File: src/rtl/mpu_bus_pkg.sv
`default_nettype none
// ============================================================================
// Module      : mpu_bus_pkg
// Description : Shared definitions for the MPU data-bus bridge. Contains the
//               bridge FSM state enum, address-region decode constants and
//               function, and default values for the peripheral wait-state
//               limit and the error read data.
// Revision    : 1.0 - initial release
// ============================================================================
package mpu_bus_pkg;

    // Bridge FSM states
    typedef enum logic [1:0] {
        ST_IDLE     = 2'd0,
        ST_RAM_RD   = 2'd1,
        ST_PER_WAIT = 2'd2,
        ST_ERR_RSP  = 2'd3
    } bus_state_t;

    // Address decode result
    typedef enum logic [1:0] {
        REGION_RAM      = 2'd0,
        REGION_PER      = 2'd1,
        REGION_UNMAPPED = 2'd2
    } region_t;

    // RAM lives in the bottom 64 KiB, peripherals in the top 16 MiB
    localparam logic [15:0] c_RAM_PREFIX      = 16'h0000;
    localparam logic [7:0]  c_PER_PREFIX      = 8'hFF;

    localparam logic [7:0]  c_DEF_PER_TIMEOUT = 8'd64;
    localparam logic [31:0] c_DEF_ERR_DATA    = 32'hDEAD_BEEF;

    // Only the upper half-word of the address participates in decode.
    function automatic region_t decode_region(input logic [15:0] addr_hi);
        region_t region;
        if (addr_hi == c_RAM_PREFIX) begin
            region = REGION_RAM;
        end else if (addr_hi[15:8] == c_PER_PREFIX) begin
            region = REGION_PER;
        end else begin
            region = REGION_UNMAPPED;
        end
        return region;
    endfunction

endpackage
`default_nettype wire

File: src/rtl/mpu_dbus_bridge.sv
`default_nettype none
// ============================================================================
// Module      : mpu_dbus_bridge
// Description : Bridges the CPU data bus to a single-cycle RAM port and a
//               wait-stated peripheral bus. One command outstanding at a time.
//               RAM writes complete in the acceptance cycle; RAM reads respond
//               one cycle later. Peripheral accesses hold their strobe until
//               per_ack or a wait-state timeout. Unmapped reads return
//               ERR_DATA with the error flag; unmapped writes are dropped.
// Ports       : clk, reset_n (async, active-low)
//               dbus_cmd_*  - CPU command channel (valid/ready handshake)
//               dbus_rsp_*  - read response strobe, data, error
//               ram_*       - RAM data port (combinational from command)
//               per_*       - registered peripheral request, per_rdata/per_ack
// Revision    : 1.0 - initial release
// ============================================================================
module mpu_dbus_bridge
    import mpu_bus_pkg::*;
#(
    parameter logic [7:0]  PER_TIMEOUT = c_DEF_PER_TIMEOUT,
    parameter logic [31:0] ERR_DATA    = c_DEF_ERR_DATA
) (
    input  logic        clk,
    input  logic        reset_n,
    // CPU command channel
    input  logic        dbus_cmd_valid,
    output logic        dbus_cmd_ready,
    input  logic        dbus_cmd_wr,
    input  logic [31:0] dbus_cmd_address,
    input  logic [31:0] dbus_cmd_data,
    input  logic [1:0]  dbus_cmd_size,
    // CPU response channel
    output logic        dbus_rsp_ready,
    output logic [31:0] dbus_rsp_data,
    output logic        dbus_rsp_error,
    // RAM data port
    output logic [31:0] ram_addr,
    output logic [31:0] ram_d,
    output logic        ram_we,
    output logic        ram_cmd_valid,
    output logic [1:0]  ram_bytesel,
    input  logic [31:0] ram_q,
    // Peripheral bus
    output logic [31:0] per_addr,
    output logic [31:0] per_wdata,
    output logic        per_rd,
    output logic        per_wr,
    output logic [1:0]  per_bytesel,
    input  logic [31:0] per_rdata,
    input  logic        per_ack
);

    bus_state_t  r_state;
    bus_state_t  w_state_nxt;
    logic [7:0]  r_cnt;
    logic [7:0]  w_cnt_nxt;

    logic        r_per_rd;
    logic        r_per_wr;
    logic        w_per_rd_nxt;
    logic        w_per_wr_nxt;
    logic [31:0] r_per_addr;
    logic [31:0] r_per_wdata;
    logic [1:0]  r_per_bytesel;
    logic        w_latch_per;

    // Peripheral read responses are registered; RAM and unmapped read
    // responses are produced combinationally from the state.
    logic        r_rsp_valid;
    logic [31:0] r_rsp_data;
    logic        r_rsp_error;
    logic        w_rsp_valid_nxt;
    logic [31:0] w_rsp_data_nxt;
    logic        w_rsp_error_nxt;

    logic        w_accept;
    logic        w_timeout;
    logic        w_ram_we;
    logic        w_ram_rd;
    region_t     w_region;

    assign w_region       = decode_region(dbus_cmd_address[31:16]);
    assign dbus_cmd_ready = reset_n && (r_state == ST_IDLE);
    assign w_accept       = dbus_cmd_valid && dbus_cmd_ready;

    // Counter holds (wait cycle index - 1); the last allowed wait cycle is
    // the one where the counter would step up to PER_TIMEOUT.
    assign w_timeout      = (r_cnt == (PER_TIMEOUT - 8'd1));

    always_comb begin
        w_state_nxt     = r_state;
        w_cnt_nxt       = r_cnt;
        w_per_rd_nxt    = r_per_rd;
        w_per_wr_nxt    = r_per_wr;
        w_latch_per     = 1'b0;
        w_rsp_valid_nxt = 1'b0;
        w_rsp_data_nxt  = 32'h0;
        w_rsp_error_nxt = 1'b0;
        w_ram_we        = 1'b0;
        w_ram_rd        = 1'b0;

        case (r_state)
            ST_IDLE: begin
                if (w_accept) begin
                    case (w_region)
                        REGION_RAM: begin
                            if (dbus_cmd_wr) begin
                                w_ram_we = 1'b1;
                            end else begin
                                w_ram_rd    = 1'b1;
                                w_state_nxt = ST_RAM_RD;
                            end
                        end
                        REGION_PER: begin
                            w_latch_per  = 1'b1;
                            w_per_rd_nxt = !dbus_cmd_wr;
                            w_per_wr_nxt = dbus_cmd_wr;
                            w_cnt_nxt    = 8'd0;
                            w_state_nxt  = ST_PER_WAIT;
                        end
                        default: begin
                            // Unmapped writes vanish; reads get an error beat.
                            if (!dbus_cmd_wr) begin
                                w_state_nxt = ST_ERR_RSP;
                            end
                        end
                    endcase
                end
            end

            ST_RAM_RD: begin
                w_state_nxt = ST_IDLE;
            end

            ST_PER_WAIT: begin
                // Ack is tested first so it wins over a coincident timeout.
                if (per_ack) begin
                    w_per_rd_nxt    = 1'b0;
                    w_per_wr_nxt    = 1'b0;
                    w_state_nxt     = ST_IDLE;
                    w_rsp_valid_nxt = r_per_rd;
                    w_rsp_data_nxt  = r_per_rd ? per_rdata : 32'h0;
                end else if (w_timeout) begin
                    w_per_rd_nxt    = 1'b0;
                    w_per_wr_nxt    = 1'b0;
                    w_state_nxt     = ST_IDLE;
                    w_rsp_valid_nxt = r_per_rd;
                    w_rsp_data_nxt  = r_per_rd ? ERR_DATA : 32'h0;
                    w_rsp_error_nxt = r_per_rd;
                end else begin
                    w_cnt_nxt = r_cnt + 8'd1;
                end
            end

            ST_ERR_RSP: begin
                w_state_nxt = ST_IDLE;
            end

            default: begin
                w_state_nxt = ST_IDLE;
            end
        endcase
    end

    always_ff @(posedge clk or negedge reset_n) begin
        if (!reset_n) begin
            r_state       <= ST_IDLE;
            r_cnt         <= 8'd0;
            r_per_rd      <= 1'b0;
            r_per_wr      <= 1'b0;
            r_per_addr    <= 32'h0;
            r_per_wdata   <= 32'h0;
            r_per_bytesel <= 2'b00;
            r_rsp_valid   <= 1'b0;
            r_rsp_data    <= 32'h0;
            r_rsp_error   <= 1'b0;
        end else begin
            r_state     <= w_state_nxt;
            r_cnt       <= w_cnt_nxt;
            r_per_rd    <= w_per_rd_nxt;
            r_per_wr    <= w_per_wr_nxt;
            r_rsp_valid <= w_rsp_valid_nxt;
            r_rsp_data  <= w_rsp_data_nxt;
            r_rsp_error <= w_rsp_error_nxt;
            if (w_latch_per) begin
                r_per_addr    <= dbus_cmd_address;
                r_per_wdata   <= dbus_cmd_data;
                r_per_bytesel <= dbus_cmd_size;
            end
        end
    end

    // RAM port follows the command directly; enables qualify it.
    assign ram_addr      = dbus_cmd_address;
    assign ram_d         = dbus_cmd_data;
    assign ram_bytesel   = dbus_cmd_size;
    assign ram_we        = w_ram_we;
    assign ram_cmd_valid = w_ram_rd;

    assign per_addr      = r_per_addr;
    assign per_wdata     = r_per_wdata;
    assign per_bytesel   = r_per_bytesel;
    assign per_rd        = r_per_rd;
    assign per_wr        = r_per_wr;

    // At most one response source is active in any cycle: the registered
    // peripheral response is only ever set when returning to IDLE.
    assign dbus_rsp_ready = (r_state == ST_RAM_RD) || (r_state == ST_ERR_RSP) || r_rsp_valid;
    assign dbus_rsp_error = (r_state == ST_ERR_RSP) || r_rsp_error;

    always_comb begin
        case (r_state)
            ST_RAM_RD:  dbus_rsp_data = ram_q;
            ST_ERR_RSP: dbus_rsp_data = ERR_DATA;
            default:    dbus_rsp_data = r_rsp_data;
        endcase
    end

endmodule
`default_nettype wire

File: config.mk
export PLATFORM = sky130hd
export DESIGN_NAME = mpu_dbus_bridge
export DESIGN_NICKNAME = d
export VERILOG_FILES = /design/src/rtl/mpu_bus_pkg.sv /design/src/rtl/mpu_dbus_bridge.sv
export SDC_FILE = /design/constraint.sdc
export NUM_CORES = 1
export LEC_CHECK = 0
export ABC_AREA = 0
export BUFFER_PORTS_ARGS = -buffer_cell sky130_fd_sc_hd__buf_4
export CAP_MARGIN = 30
export CORE_MARGIN = 2
export CORE_UTILIZATION = 40
export CTS_CLUSTER_DIAMETER = 60
export DETAILED_ROUTE_END_ITERATION = 10
export GPL_ROUTABILITY_DRIVEN = 0
export PLACE_DENSITY = 0.74
export SLEW_MARGIN = 20
export SYNTH_ARGS = -nofsm -noshare
export SYNTH_HDL_FRONTEND = slang
export SYNTH_SLANG_ARGS = --single-unit
File: constraint.sdc
create_clock -name clk -period 4.2 [get_ports clk]
set_input_delay 0.21 -clock clk [delete_from_list [all_inputs] [get_ports clk]]
set_output_delay 0.21 -clock clk [all_outputs]
set_load 0.005 [all_outputs]
==> run metrics <==
Post-synth EDFFs 0; CTS buffer count 9; vias per cell ~4.8; startpoint types register; Layout Cells excl Fill approximately 860; simple logic cell fraction of the synthesized area 9.13%; compound-cell area share of the yosys netlist between 10% and 20%; met3 Use GR 3.28%; TNS Setup 0 ns; PwrDens roughly 310 mW/mm²; worst hold path type input pin to register; RSZ-0062 raised after global routing no; GRT Total Usage a little under a fifth; Commonest cells post-synth dfrtp_1, buf_4, mux2_2; Initial Util around two fifths; top_reg_cell synth dfrtp_1; met1 GRT Util 21.6%; r2r startpoint r_state[0]$_DFFE_PN0P_; Synth Net Count between 500 and 600; Mapped Cells 450; Final Hold Viols 0; Synth Register Bits 112; clock sinks 112; Critical Path Fanout Max 24; post-synthesis mux area share 13.4%; Die ar. approximately 0.014 mm²; Synth area leader dfrtp_1; Critical Setup Path Class register to primary output; # diodes 0; wirelength, routed 13.2 mm; Final HPWL DP around 10 mm; drt wl/cell between 15 and 20 µm; Worst-Skew Late Latency between 0.3 and 0.4 ns; outcome completed; Die Wd 119 µm; clock slew at reported path FFs about 0.07 ns; I/O Buffers about 300; layout cell share with drive strength beyond 1 58.5%; crit path DAT ~2.6 ns; Crit. Startpoint r_state[0]$_DFFE_PN0P_; most frequent cell after synthesis dfrtp_1; initial DRC count about 230; fmax roughly 360 MHz; die height around 120 µm; CTS root buf clkbuf_16; largest net degree at the start of global routing 59; CTS tree done; count of final setup violators 0; crit end category primary output; vias post-DR a little over 4000; GR Util met2 33.4%; gr ovfl total 0; R2R Path End per_wdata[29]$_DFFE_PN0P_; Ports between 300 and 400; Critical Path RT 3.99 ns; final hold slack a little over 0.1 ns; placed insts between 800 and 900; YS warnings 0; DR DRC count 0; vias in the first global route 4179; Crit-path slowest cell dfrtp_1; Synth async-reset ratio between 90% and 100%; Core Area ~0.013 mm²; worst rel slew slack 40.6%; R2R Setup Slk 1.93 ns; cell depth of the worst flop-to-flop path 4; Synth Area in Adders less than 1%; worst setup path endpoint dbus_rsp_data[26]; largest family of logic cells by synthesized area buffers and inverters; H-tree depth 3; Max Buffers Root-to-Sink 2; Synth top area share a little over half; number of placement rows 41; post-synthesis cell type count 44; Detail Route Antenna Nets 0; LEAKAGE ~4.0 nW; Initial DRT Pass Iterations 4; gr busiest metal met2; Max-Cap Viols 0; Syn Area/Cell 11.7 µm²; Post-Synth XOR/XNOR Area 0%; Top cell by count, worst path buf_4; minimum clock period approximately 2.8 ns; max-slew violation count 0; first-pass GRT wire length between 20 and 25 mm; Final Power 2.35 mW; area delta synth->final 42.4%; initial antenna violation count 0; VDD IR max between 150 and 200 µV; sequential area share after synthesis 53.4%; Least-Margin Pin Slew approximately 0.89 ns; Tcrit/Tclk final around 66%; crit-path cells buf_4, nand2b_1, o22a_1, buf_4; Util after Layout 58.8%; top cells by area, synth dfrtp_1, mux2_2, buf_4; Synth Cell Area approximately 0.0053 mm²; Layout Nets 816; clk_skew 0.00726 ns; max incr delay on CP about 0.8 ns
## kinds of logic after synthesis
family / Yosys count
DFF: 112
buffers and inverters: 104
and+or+nand+nor: 90
AOI/OAI and AO/OA: 80
muxes: 63
adders and majority gates: 1
## metal layers
metal | vias up | wire (µm)
met5 | - | 0
li1 | 1941 | -
met2 | 169 | 7100
met3 | 21 | 750
met1 | 1984 | 5000
met4 | 0 | 320
## layout by cell type, fill, tap and decap left out, drive strengths merged
master       instances
a21o                 2
a21oi               26
a22o                 1
a2bb2oi              1
a31o                 1
a31oi                2
a41o                 1
a41oi                1
and2                 2
and2b                1
and3                10
and4                 1
buf                312
bufinv               1
clkbuf              12
clkinv               3
dfrtp              112
dlygate4sd3          1
ha                   1
inv                 10
mux2                58
mux2i                5
nand2               15
nand2b               3
nand3                2
nand4                2
nand4bb              1
nor2                29
nor2b                2
nor3                 4
nor3b                3
nor4                 4
o21ai               17
o22a                26
o22ai                2
or2                  9
or2b                 1
or3b                 1
## repair_timing
action	in CTS	in global routing
hold buffers	1	0
gates resized for setup	0	0
endpoints found under the hold margin	55	0
setup buffers	0	0
## registers in the layout (all words and copies together) (netlist names)
| register | flops |
|---|---|
| per_addr | 32 |
| per_bytesel | 2 |
| r_state | 2 |
| r_rsp_error | 1 |
| per_wdata | 32 |
| r_rsp_data | 32 |
| per_rd | 1 |
| r_rsp_valid | 1 |
| per_wr | 1 |
| r_cnt | 8 |
## worst max-delay path: cells and delay by family (launching register included)
family                 cells  cell delay [ns]
AO/OA/AOI/OAI              1             0.38
buffers and inverters      2             0.50
flip-flops                 1             0.80
AND/OR/NAND/NOR            1             0.51
## through the flow
step	instance area [µm²]	worst slack, ns
final	7480	1.44
after global routing	7480	1.27
after CTS	7470	1.41
after detailed placement	7150	1.79
after global placement	7120	1.89
after floorplan	5250	2.47
## report_power, final
group | total, mW | leakage, nW | internal, mW | switching, mW
logic | 0.343 | 2.32 | 0.212 | 0.131
registers | 1.13 | 1.55 | 1.11 | 0.0245
clock network | 0.874 | 0.153 | 0.497 | 0.378
## cell type report
| class | count | area (µm²) |
|---|---|---|
| Clock buffer | 12 | 256 |
| Timing Repair Buffer | 313 | 2370 |
| Sequential cell | 112 | 2800 |
| Tap cell | 172 | 215 |
| Clock inverter | 4 | 52.6 |
| Inverter | 10 | 37.5 |
| Multi-Input combinational cell | 234 | 1740 |
| Fill cell | 1066 | 5240 |
## worst min path at each step
stage	from	endpoint	slack, ns	depth (start not counted)
finish	per_rdata[30]	r_rsp_data[30]$_DFF_PN0_	0.10	3
detailed placement	reset_n	per_wdata[14]$_DFFE_PN0P_	0.31	1
floorplan	reset_n	per_addr[0]$_DFFE_PN0P_	-0.09	0
CTS	per_rdata[4]	r_rsp_data[4]$_DFF_PN0_	0.09	2
global route	per_rdata[4]	r_rsp_data[4]$_DFF_PN0_	0.09	2
global placement	reset_n	per_wdata[14]$_DFFE_PN0P_	0.30	1
No activity file was read; power rests on OpenSTA's default activity.
